===== src/rtl/sdrahb_ram_rd_streamer.sv =====
// sdrahb_ram_rd_streamer
// Reads a burst of consecutive words from a synchronous-read RAM and streams
// them out on a valid/ready interface. A 3-entry FIFO absorbs the one-cycle
// RAM latency so that back-pressure never loses a word.
// Optional feature: define SDRAHB_RD_ABORT_EN to add an 'abort' input that
// cancels a running burst.
module sdrahb_ram_rd_streamer #(
  parameter int MEM_DEPTH  = 1024,
  parameter int ADDR_WIDTH = 10,
  parameter int DATA_WIDTH = 32
) (
  input  logic                  clk,
  input  logic                  rst,
  input  logic                  start,
  input  logic [ADDR_WIDTH-1:0] start_addr,
  input  logic [ADDR_WIDTH:0]   length,
`ifdef SDRAHB_RD_ABORT_EN
  input  logic                  abort,
`endif
  output logic [ADDR_WIDTH-1:0] ram_rd_addr,
  input  logic [DATA_WIDTH-1:0] ram_rd_data,
  output logic [DATA_WIDTH-1:0] out_data,
  output logic                  out_valid,
  input  logic                  out_ready,
  output logic                  busy,
  output logic                  done
);

  typedef enum logic [1:0] {
    IDLE  = 2'd0,
    READ  = 2'd1,
    DRAIN = 2'd2
  } state_t;

  localparam logic [ADDR_WIDTH-1:0] LAST_ADDR = ADDR_WIDTH'(MEM_DEPTH - 1);

  state_t                state;
  logic [ADDR_WIDTH:0]   remaining;
  logic                  in_flight;

  // Shift-style FIFO: entry 0 is the head and drives the stream directly.
  logic [DATA_WIDTH-1:0] fifo_data [3];
  logic [2:0]            fifo_vld;
  logic [DATA_WIDTH-1:0] fifo_data_nx [3];
  logic [2:0]            fifo_vld_nx;

  logic [1:0]            occ;
  logic [1:0]            occ_after_pop;
  logic                  pop;
  logic                  push;
  logic                  issue;
  logic                  abort_hit;
  logic                  last_xfer;

  assign out_data  = fifo_data[0];
  assign out_valid = fifo_vld[0];

  // Control decode: occupancy, handshake and read-issue decisions.
  always_comb begin
    occ           = {1'b0, fifo_vld[0]} + {1'b0, fifo_vld[1]} + {1'b0, fifo_vld[2]};
    pop           = fifo_vld[0] & out_ready;
    push          = in_flight;
    occ_after_pop = occ - {1'b0, pop};
    // Issue only when the FIFO is guaranteed room for the returning word,
    // even if nothing is popped in the meantime.
    issue         = (state == READ) &&
                    (({1'b0, occ} + {2'b00, in_flight}) <= 3'd2);
    last_xfer     = (state == DRAIN) && pop && (occ == 2'd1) && !in_flight;
`ifdef SDRAHB_RD_ABORT_EN
    abort_hit     = abort && (state != IDLE);
`else
    abort_hit     = 1'b0;
`endif
  end

  // FIFO next-state: pop shifts toward the head, push fills the first free slot.
  always_comb begin
    fifo_data_nx = fifo_data;
    fifo_vld_nx  = fifo_vld;
    if (pop) begin
      fifo_data_nx[0] = fifo_data[1];
      fifo_data_nx[1] = fifo_data[2];
      fifo_vld_nx     = {1'b0, fifo_vld[2:1]};
    end else begin
      fifo_vld_nx     = fifo_vld;
    end
    if (push) begin
      case (occ_after_pop)
        2'd0: begin
          fifo_data_nx[0] = ram_rd_data;
          fifo_vld_nx[0]  = 1'b1;
        end
        2'd1: begin
          fifo_data_nx[1] = ram_rd_data;
          fifo_vld_nx[1]  = 1'b1;
        end
        2'd2: begin
          fifo_data_nx[2] = ram_rd_data;
          fifo_vld_nx[2]  = 1'b1;
        end
        default: begin
          fifo_vld_nx = fifo_vld_nx;
        end
      endcase
    end else begin
      fifo_vld_nx = fifo_vld_nx;
    end
    if (abort_hit) begin
      fifo_vld_nx = 3'b000;
    end else begin
      fifo_vld_nx = fifo_vld_nx;
    end
  end

  // FIFO storage registers.
  always_ff @(posedge clk or posedge rst) begin
    if (rst) begin
      for (int i = 0; i < 3; i++) begin
        fifo_data[i] <= {DATA_WIDTH{1'b0}};
      end
      fifo_vld <= 3'b000;
    end else begin
      fifo_data <= fifo_data_nx;
      fifo_vld  <= fifo_vld_nx;
    end
  end

  // Burst FSM: address generation, remaining count, in-flight tracking, busy/done.
  always_ff @(posedge clk or posedge rst) begin
    if (rst) begin
      state       <= IDLE;
      ram_rd_addr <= {ADDR_WIDTH{1'b0}};
      remaining   <= {(ADDR_WIDTH+1){1'b0}};
      in_flight   <= 1'b0;
      busy        <= 1'b0;
      done        <= 1'b0;
    end else begin
      done <= 1'b0;
      case (state)
        IDLE: begin
          in_flight <= 1'b0;
          if (start && (length != {(ADDR_WIDTH+1){1'b0}})) begin
            state       <= READ;
            ram_rd_addr <= start_addr;
            remaining   <= length;
            busy        <= 1'b1;
          end else if (start) begin
            // Empty burst: acknowledge without moving any data.
            done <= 1'b1;
          end else begin
            busy <= 1'b0;
          end
        end
        READ: begin
          if (abort_hit) begin
            state     <= IDLE;
            in_flight <= 1'b0;
            remaining <= {(ADDR_WIDTH+1){1'b0}};
            busy      <= 1'b0;
          end else begin
            in_flight <= issue;
            if (issue) begin
              ram_rd_addr <= (ram_rd_addr == LAST_ADDR) ? {ADDR_WIDTH{1'b0}}
                                                        : ram_rd_addr + 1'b1;
              remaining   <= remaining - 1'b1;
              if (remaining == {{ADDR_WIDTH{1'b0}}, 1'b1}) begin
                state <= DRAIN;
              end else begin
                state <= READ;
              end
            end else begin
              state <= READ;
            end
          end
        end
        DRAIN: begin
          in_flight <= 1'b0;
          if (abort_hit) begin
            state     <= IDLE;
            remaining <= {(ADDR_WIDTH+1){1'b0}};
            busy      <= 1'b0;
          end else if (last_xfer) begin
            state <= IDLE;
            busy  <= 1'b0;
            done  <= 1'b1;
          end else begin
            state <= DRAIN;
          end
        end
        default: begin
          state     <= IDLE;
          in_flight <= 1'b0;
          busy      <= 1'b0;
        end
      endcase
    end
  end

endmodule


===== config.mk =====
export PLATFORM = sky130hd
export DESIGN_NAME = sdrahb_ram_rd_streamer
export DESIGN_NICKNAME = d
export VERILOG_FILES = /design/src/rtl/sdrahb_ram_rd_streamer.sv
export SDC_FILE = /design/constraint.sdc
export NUM_CORES = 1
export LEC_CHECK = 0
export CORE_MARGIN = 4
export CORE_UTILIZATION = 40
export CTS_CLUSTER_SIZE = 16
export DETAILED_ROUTE_END_ITERATION = 6
export PLACE_DENSITY = 0.7
export SYNTH_ARGS = -nofsm -noshare
export SYNTH_HDL_FRONTEND = slang
export SYNTH_SLANG_ARGS = --single-unit

===== constraint.sdc =====
create_clock -name clk -period 6.25 [get_ports clk]
set_input_delay 1.875 -clock clk [delete_from_list [all_inputs] [get_ports clk]]
set_output_delay 1.875 -clock clk [all_outputs]
set_load 0.02 [all_outputs]

-- After elaboration in Yosys (flattened, before gate mapping)
Index checks and enable logic that the tools add are counted.
- order comparisons: 1
- muxes and demuxes: 31
- add/sub/neg operators: 6
- bitwise operators: 2
- reductions and logical operators: 13
- equality and inequality tests: 11
- operators by type and width (cell ; count):
    $mux 32 ; 3
    $mux 96 ; 1
    $mux 64 ; 1
    $mux 10 ; 3
    $mux 11 ; 2
    $pmux 11 s2 ; 1
    $pmux 10 s2 ; 1
    $eq 11x1->1 const B ; 1
    $reduce_bool 11->1 ; 1
    $sub 11x1->11 const B ; 1
    $add 10x1->10 const B ; 1
    $eq 10x10->1 const B ; 1
    $mux 1 ; 10
    $mux 2 ; 4
    $eq 2x1->1 const B ; 3
    $mux 3 ; 2
    $ne 2x2->1 const B ; 3
    $pmux 2 s3 ; 1
    $reduce_and 3->1 ; 2
    $logic_and 1x1->1 ; 5
    $eq 2x2->1 const B ; 2
    $logic_not 2->1 ; 2
    $add 2x1->3 ; 1
    $le 3x2->1 const B ; 1
    11 further kinds ; 11
- output and inout port bits: 45
- input bits: 57
- register bits: 125

-- Longest topological paths before layout
Gate-level depths: netlist of the first run.
- depth after elaboration: 7
- depth in mapped cells: 11
- mapped depth without buffers: 8

-- Worst setup path before layout of the first run
No wires, ideal clock.
- path kind: input -> register
- start point: input port out_ready
- end point: register fifo_data[10] in the netlist's numbering
- stages on the path: 9
- library setup time: 125 ps
- arrival: 3675 ps
- slack: 2451 ps
- path through: nand2_1 -> inv_1 -> buf_2 -> buf_2 -> ha_1 -> xnor2_1 -> nor2_1 -> buf_2 -> mux2_2
- cells in the longest elaborated chain, start to end: 4
- ends and longest elaborated chain (item ; line ; source):
    start: declaration ; 24 ; input logic out_ready,
    $and 1x1->1 ; 61 ; pop = fifo_vld[0] & out_ready;
    $sub 2x1->2 ; 63 ; occ_after_pop = occ - {1'b0, pop};
    $eq 2x2->1 ; 88 ; case (occ_after_pop)
    $reduce_and 2->1 (no source line) ; -- ;
    end signal: indexed assignment ; 119 ; fifo_data[i] <= {DATA_WIDTH{1'b0}};
    end signal: assignment ; 123 ; fifo_data <= fifo_data_nx;
    end: declaration ; 42 ; logic [DATA_WIDTH-1:0] fifo_data [3];
Every way passes these cells.
A chain may end at the register's enable or synchronous reset.

==> flow_summary.rst, run 1 <==
.. list-table::
   :header-rows: 1

   * - Metric
     - Value
   * - Height of the chip
     - 133.0 um
   * - Routed wire per std cell
     - 15.87 um
   * - First-pass GRT wire length
     - 23930 um
   * - PD cells
     - 232.8 nW/um^2
   * - Leakage power
     - 3.253 nW
   * - # diodes
     - 0
   * - Cell area after synthesis
     - 6251 um^2
   * - Initial core utilization
     - 0.4097
   * - Required time at the worst-slack endpoint
     - 6.48 ns
   * - CTS hold repair buffers
     - 0
   * - CTS tree
     - done
   * - Number of core rows
     - 45
   * - Detailed-routed wire length on met2
     - 6792 um
   * - Skew-Pair Late Insertion Delay
     - 0.41 ns
   * - Data arrival time of the worst path
     - 4.32 ns
   * - Minimum clock period
     - 4.095 ns
   * - Number of I/O port buffers
     - 101
   * - Final setup violation count
     - 0
   * - Area Growth Syn to Fin
     - 23.36%
   * - CP startpoint kind
     - input port
   * - Detailed-routing wirelength on met1
     - 5992 um
   * - Worst hold path type
     - reg2reg
   * - Count of non-filler cells in the finished layout
     - 870
   * - Ratio of routed vias to standard cells
     - 5.256
   * - Syn Nets
     - 653
   * - Most frequent cells in the layout
     - sky130_fd_sc_hd__dfrtp_1 (125), sky130_fd_sc_hd__clkdlybuf4s50_1 (101), sky130_fd_sc_hd__nand2_1 (67)
   * - Chip width
     - 133.0 um
   * - TNS Setup
     - 0 ns
   * - Number of cells on the worst hold path
     - 1
   * - Share of layout cells above drive strength 1
     - 0.1244
   * - Count of max-cap constraint violations
     - 0
   * - # DRC
     - 0
   * - Highest layer used for signal routing
     - met4
   * - Slew of the pin with the lowest slew margin
     - 1.106 ns
   * - Clock input transition at the sequential cells of the worst setup and hold paths
     - 0.05 ns
   * - Warnings, synthesis
     - 0
   * - Number of failing hold endpoints at the final stage
     - 0
   * - Kind of critical path
     - in2reg
   * - Clock buffer count from CTS
     - 17
   * - Number of pins with negative max-slew slack in the final report
     - 0
   * - Starting DRC count in detailed routing
     - 320
   * - Flip-flop and latch count after synthesis
     - 125
   * - Layout Utilization
     - 0.5054
   * - WL final
     - 13810 um
   * - Post-CTS setup-driven buffer insertion count
     - 0
   * - Total half-perimeter wirelength after legalization and detailed placement
     - 9223 um
   * - Main synth FF type
     - sky130_fd_sc_hd__dfrtp_1
   * - Number of cells on the worst reg-to-reg path
     - 8
   * - Via Count
     - 4573
   * - Total length of routed met3 wires
     - 919 um
   * - Length of the first detailed-routing pass in iterations
     - 5
   * - Critical path capture point type
     - flop
   * - Syn Area/Cell
     - 10.63 um^2
   * - Die area
     - 17690 um^2
   * - Post-synth top area share
     - 0.5004
   * - CTS Sinks
     - 125
   * - Period Utilization, post-route
     - 0.6552
   * - Max-slew headroom at the worst pin
     - 0.2624
   * - Number of placed instances, taps included
     - 838
   * - Leading cell type in the layout, fill and taps excluded
     - sky130_fd_sc_hd__dfrtp_1
   * - Largest net degree at the start of global routing
     - 82
   * - GRT Overall Usage
     - 0.1643
   * - Final net count
     - 711
   * - Unique masters post-synth
     - 49
   * - Peak supply drop
     - 0.1765 mV
   * - Fillers
     - 1357
   * - Highest clock frequency the design can meet
     - 244.2 MHz
   * - Maximum fanout along the worst path
     - 65
   * - Via count of the first global-routing pass
     - 4786
   * - Gate count after technology mapping
     - 588
   * - Placeable Area
     - 15260 um^2
   * - I/O pins
     - 102
   * - Result of the run
     - complete, no violations
   * - CTS Root Cell
     - sky130_fd_sc_hd__clkbuf_16
   * - Max Buffers Root-to-Sink
     - 2
   * - Most area-hungry cell type in the Yosys netlist
     - sky130_fd_sc_hd__dfrtp_1
   * - Routed Antenna Nets
     - 0
   * - Count of cells resized by post-cts repair
     - 0
   * - Skew final
     - 0.006327 ns
   * - RSZ-0062 raised after global routing
     - no
   * - Share of synthesized registers carrying an async set or reset
     - 1.000
   * - Htree depth
     - 4
   * - Overall Power
     - 1.795 mW
   * - Overflow left after global routing
     - 0
   * - Top cells by area, synth
     - sky130_fd_sc_hd__dfrtp_1 (50%), sky130_fd_sc_hd__mux2i_1 (11%), sky130_fd_sc_hd__mux2_2 (5.8%)
   * - Placer congestion estimate
     - 0.8587
   * - Portion of the post-synthesis area used by sequential elements
     - 0.5004
   * - Number of synthesized flops with an enable pin
     - 0
   * - Initial antenna violation count
     - 0
==> layer usage <==
metal | global-route usage | vias to the layer above
met5 | 0 | -
met4 | 0.04792 | 0
met3 | 0.05665 | 12
met2 | 0.2630 | 144
met1 | 0.2116 | 2231
li1 | - | 2186
==> flip-flops by register name (all words and copies together) (netlist names), 2 cells and up <==
name         count
remaining       11
state            2
fifo_vld         3
out_data        32
fifo_data       64
ram_rd_addr     10
==> cells in the mapped netlist, types with 3 or more instances <==
master                     count
sky130_fd_sc_hd__buf_1         5
sky130_fd_sc_hd__o211ai_1      5
sky130_fd_sc_hd__o31a_1        7
sky130_fd_sc_hd__o21ai_0      34
sky130_fd_sc_hd__mux2_2       32
sky130_fd_sc_hd__ha_1          7
sky130_fd_sc_hd__inv_1         9
sky130_fd_sc_hd__a211oi_1      3
sky130_fd_sc_hd__nand3_1      15
sky130_fd_sc_hd__nor4_1        5
sky130_fd_sc_hd__dfrtp_1     125
sky130_fd_sc_hd__nand3b_1      3
sky130_fd_sc_hd__buf_4        38
sky130_fd_sc_hd__mux2i_1      66
sky130_fd_sc_hd__o221ai_1     14
sky130_fd_sc_hd__nand2_1      67
sky130_fd_sc_hd__nand4_1       5
sky130_fd_sc_hd__clkbuf_1      7
sky130_fd_sc_hd__and3_1        4
sky130_fd_sc_hd__a21o_1        3
sky130_fd_sc_hd__nor3b_1       3
sky130_fd_sc_hd__nor2_1       39
sky130_fd_sc_hd__a22oi_1       3
sky130_fd_sc_hd__nor3_1        3
sky130_fd_sc_hd__a21oi_1      40
sky130_fd_sc_hd__buf_2        15
==> critical path: stages <==
cell and delay [ns]:
sky130_fd_sc_hd__clkdlybuf4s50_1 0.43, sky130_fd_sc_hd__nand2_1 0.21, sky130_fd_sc_hd__clkinv_2 0.09, sky130_fd_sc_hd__ha_1 0.21, sky130_fd_sc_hd__xnor2_1 0.31, sky130_fd_sc_hd__and3_2 0.93
sky130_fd_sc_hd__o21ai_0 0.24
==> kinds of logic (layout without fill, tap and decap cells) <==
group,after synthesis,in the layout,share of synthesized area
simple gates,158,158,0.1183
flops,125,125,0.5004
compound gates,120,120,0.1227
mux,99,99,0.1651
buf+inv,77,148,0.07486
fa+ha+maj,8,8,0.01721
xor+xnor,1,1,0.001401
==> report_power, final <==
part / total [mW] / leakage (nW) / internal, mW / switching [mW]
registers: 0.810 / 1.65 / 0.810 / 0
logic: 0.0684 / 1.32 / 0.0358 / 0.0326
clock network: 0.917 / 0.278 / 0.574 / 0.343
==> final cells by class <==
class	count	area, um^2	area share
Sequential cell	125	3128	0.4056
Clock buffer	21	470.5	0.06101
Multi-Input combinational cell	386	2664	0.3454
Tap cell	211	264.0	0.03424
Timing Repair Buffer	106	1049	0.1360
Inverter	10	43.79	0.005679
Clock inverter	11	92.59	0.01201
==> through the flow <==
stage | hold slack [ns] | setup WS [ns] | cell area (um^2)
floorplan | 0.4793 | 1.047 | 6251
global placement | 0.4885 | 1.858 | 7148
detailed placement | 0.4964 | 1.677 | 7148
CTS | 0.5085 | 2.111 | 7711
global route | 0.5172 | 1.803 | 7711
finish | 0.5049 | 2.155 | 7711
==> final timing paths <==
| check | slack (ns) | to | from |
|---|---|---|---|
| min in group asynchronous | 2.05 | ram_rd_addr[9] | rst |
| worst min register to register | 0.50 | fifo_data[29] | fifo_data[29] |
| worst max register to register | 2.97 | ram_rd_addr[2] | fifo_vld[0] |
| max in group asynchronous | 3.04 | fifo_data[52] | rst |
| worst min-delay path | 0.50 | fifo_data[29] | fifo_data[29] |
| worst max-delay path | 2.15 | out_data[30] | out_ready |
(Power assumes the default switching activity.)
==> run 2: changes to the inputs <==
PLACE_DENSITY = 0.72   (was 0.7)
clock period = 3.35 ns   (was 6.25 ns; I/O delays follow)
==> run 2 against run 1 <==
  * Non-clock buffer count grew 6
  * Clock power grew 110%
  * Clock skew grew 0.0018 ns
  * Combinational power grew 93%
  * Final area grew 2.3%
  * Largest cell class unchanged
==> flow_summary.rst, run 2 (synthesis results as in run 1) <==
.. list-table::
   :header-rows: 1

   * - Metric
     - Value
   * - Result of the run
     - complete, no violations
   * - Final setup violation count
     - 0
   * - Via Count
     - 4611
   * - Count of cells resized by post-cts repair
     - 0
   * - Max-slew headroom at the worst pin
     - 0.5029
   * - Critical R2R Capture
     - remaining[4]
   * - Height of the chip
     - 133.0 um
   * - Initial core utilization
     - 0.4097
   * - Number of core rows
     - 45
   * - Placeable Area
     - 15260 um^2
   * - Period Utilization, post-route
     - 0.7931
   * - Most frequent cells in the layout
     - sky130_fd_sc_hd__dfrtp_1 (125), sky130_fd_sc_hd__clkdlybuf4s50_1 (101), sky130_fd_sc_hd__nand2_1 (67)
   * - Length of the first detailed-routing pass in iterations
     - 4
   * - Final net count
     - 717
   * - Hold Path Sink
     - fifo_data[10]
   * - Number of cells on the worst hold path
     - 1
   * - Clock input transition at the sequential cells of the worst setup and hold paths
     - 0.06 ns
   * - GRT Overall Usage
     - 0.1630
   * - Starting DRC count in detailed routing
     - 261
   * - RSZ-0062 raised after global routing
     - no
   * - Placer congestion estimate
     - 0.8556
   * - Data arrival time of the worst path
     - 2.91 ns
   * - Clock buffer count from CTS
     - 17
   * - Leakage power
     - 3.322 nW
   * - Leading cell type in the layout, fill and taps excluded
     - sky130_fd_sc_hd__dfrtp_1
   * - Largest net degree at the start of global routing
     - 78
   * - Register-to-register setup slack
     - 0.71 ns
   * - WL final
     - 13730 um
   * - Peak supply drop
     - 0.3333 mV
   * - Worst r2r src
     - fifo_vld[0]
   * - Post-CTS setup-driven buffer insertion count
     - 0
   * - Count of max-cap constraint violations
     - 0
   * - # DRC
     - 0
   * - Critical path capture point type
     - flop
   * - Ratio of routed vias to standard cells
     - 5.270
   * - Htree depth
     - 4
   * - Via count of the first global-routing pass
     - 4706
   * - Skew final
     - 0.008148 ns
   * - Worst hold path type
     - reg2reg
   * - CP startpoint kind
     - input port
   * - Share of layout cells above drive strength 1
     - 0.1310
   * - Number of cells on the worst reg-to-reg path
     - 8
   * - Required time at the worst-slack endpoint
     - 3.61 ns
   * - Slew of the pin with the lowest slew margin
     - 0.7449 ns
   * - I/O pins
     - 102
   * - Highest clock frequency the design can meet
     - 376.4 MHz
   * - Detailed-routed wire length on met2
     - 6528 um
   * - Detailed-routing wirelength on met1
     - 6167 um
   * - CTS hold repair buffers
     - 0
   * - Area Growth Syn to Fin
     - 26.22%
   * - Skew-Pair Late Insertion Delay
     - 0.41 ns
   * - Placement Setup Slack
     - 0.2813 ns
   * - Number of I/O port buffers
     - 101
   * - TNS Setup
     - 0 ns
   * - Overflow left after global routing
     - 0
   * - First-pass GRT wire length
     - 23340 um
   * - PD cells
     - 456.8 nW/um^2
   * - Number of pins with negative max-slew slack in the final report
     - 0
   * - # diodes
     - 0
   * - CTS tree
     - done
   * - Highest layer used for signal routing
     - met5
   * - CTS Root Cell
     - sky130_fd_sc_hd__clkbuf_16
   * - Total length of routed met3 wires
     - 878 um
   * - Number of failing hold endpoints at the final stage
     - 0
   * - Largest register by flop count
     - fifo_data
   * - Max Buffers Root-to-Sink
     - 2
   * - Minimum clock period
     - 2.657 ns
   * - Kind of critical path
     - in2reg
   * - Initial antenna violation count
     - 1
   * - Final Worst Setup Slack
     - 0.6930 ns
   * - CTS Sinks
     - 125
   * - Launch point of the worst hold path
     - fifo_data[10]
   * - Chip width
     - 133.0 um
   * - Routed Antenna Nets
     - 0
   * - Maximum fanout along the worst path
     - 65
   * - Total half-perimeter wirelength after legalization and detailed placement
     - 9087 um
   * - Flip-flop count of the largest register after layout
     - 64
   * - Die area
     - 17690 um^2
   * - Routed wire per std cell
     - 15.69 um
[run 2: where the power goes]
| part | total [mW] | switching, mW | leakage (nW) | internal [mW] |
|---|---|---|---|---|
| Combinational | 0.132 | 0.0611 | 1.36 | 0.0709 |
| Clock | 1.96 | 0.662 | 0.305 | 1.30 |
| Sequential | 1.51 | 0 | 1.65 | 1.51 |
| Total | 3.60 | 0.723 | 3.32 | 2.88 |
[run 2: how the worst max path moves through the flow]
stage / start / to / slack [ns] / cells past startpoint
final: out_ready / fifo_data[45] / 0.69 / 9
after CTS: out_ready / fifo_data[45] / 0.69 / 9
after detailed placement: out_ready / fifo_data[44] / 0.28 / 9
after global routing: fifo_vld[0] / ram_rd_addr[7] / 0.53 / 8
after floorplan: out_ready / fifo_data[10] / 0.42 / 9
after global placement: out_ready / fifo_data[60] / 0.35 / 9
[run 2: cell type report]
cell class                 count  area [um^2]
sequential                   125         3128
inverter                      10        45.04
multi-input combinational    386         2664
tap                          211        264.0
clock buffer                  21        470.5
fill                        1300         7368
clock inverter                10        162.7
timing repair buffer         112         1156
[run 2: layer usage]
layer,GRT usage,up-vias
li1,-,2207
met1,0.2071,2249
met2,0.2582,138
met3,0.06464,15
met4,0.04677,2
met5,0,-
[run 2: worst max-delay path, cell delays in order]
cell                              delay (ns)
sky130_fd_sc_hd__clkdlybuf4s50_1        0.44
sky130_fd_sc_hd__nand2_1                0.11
sky130_fd_sc_hd__clkinv_2               0.08
sky130_fd_sc_hd__ha_1                   0.21
sky130_fd_sc_hd__xnor2_1                0.33
sky130_fd_sc_hd__nand3b_1               0.12
sky130_fd_sc_hd__buf_4                  0.35
sky130_fd_sc_hd__nor2_1                 0.18
sky130_fd_sc_hd__a21oi_1                0.06
[run 2: stage by stage]
| step | instance area [um^2] | util | total power, mW | hold slack [ns] | instances |
|---|---|---|---|---|---|
| finish | 7890 | 0.5171 | 3.604 | 0.5042 | 875 |
| global route | 7890 | 0.5171 | 3.719 | 0.5179 | 875 |
| CTS | 7890 | 0.5171 | 3.651 | 0.5083 | 875 |
| detailed placement | 7257 | 0.4756 | 1.670 | 0.4962 | 844 |
| global placement | 7257 | 0.4756 | 1.668 | 0.4883 | 844 |
| floorplan | 6255 | - | 1.572 | 0.4793 | 588 |
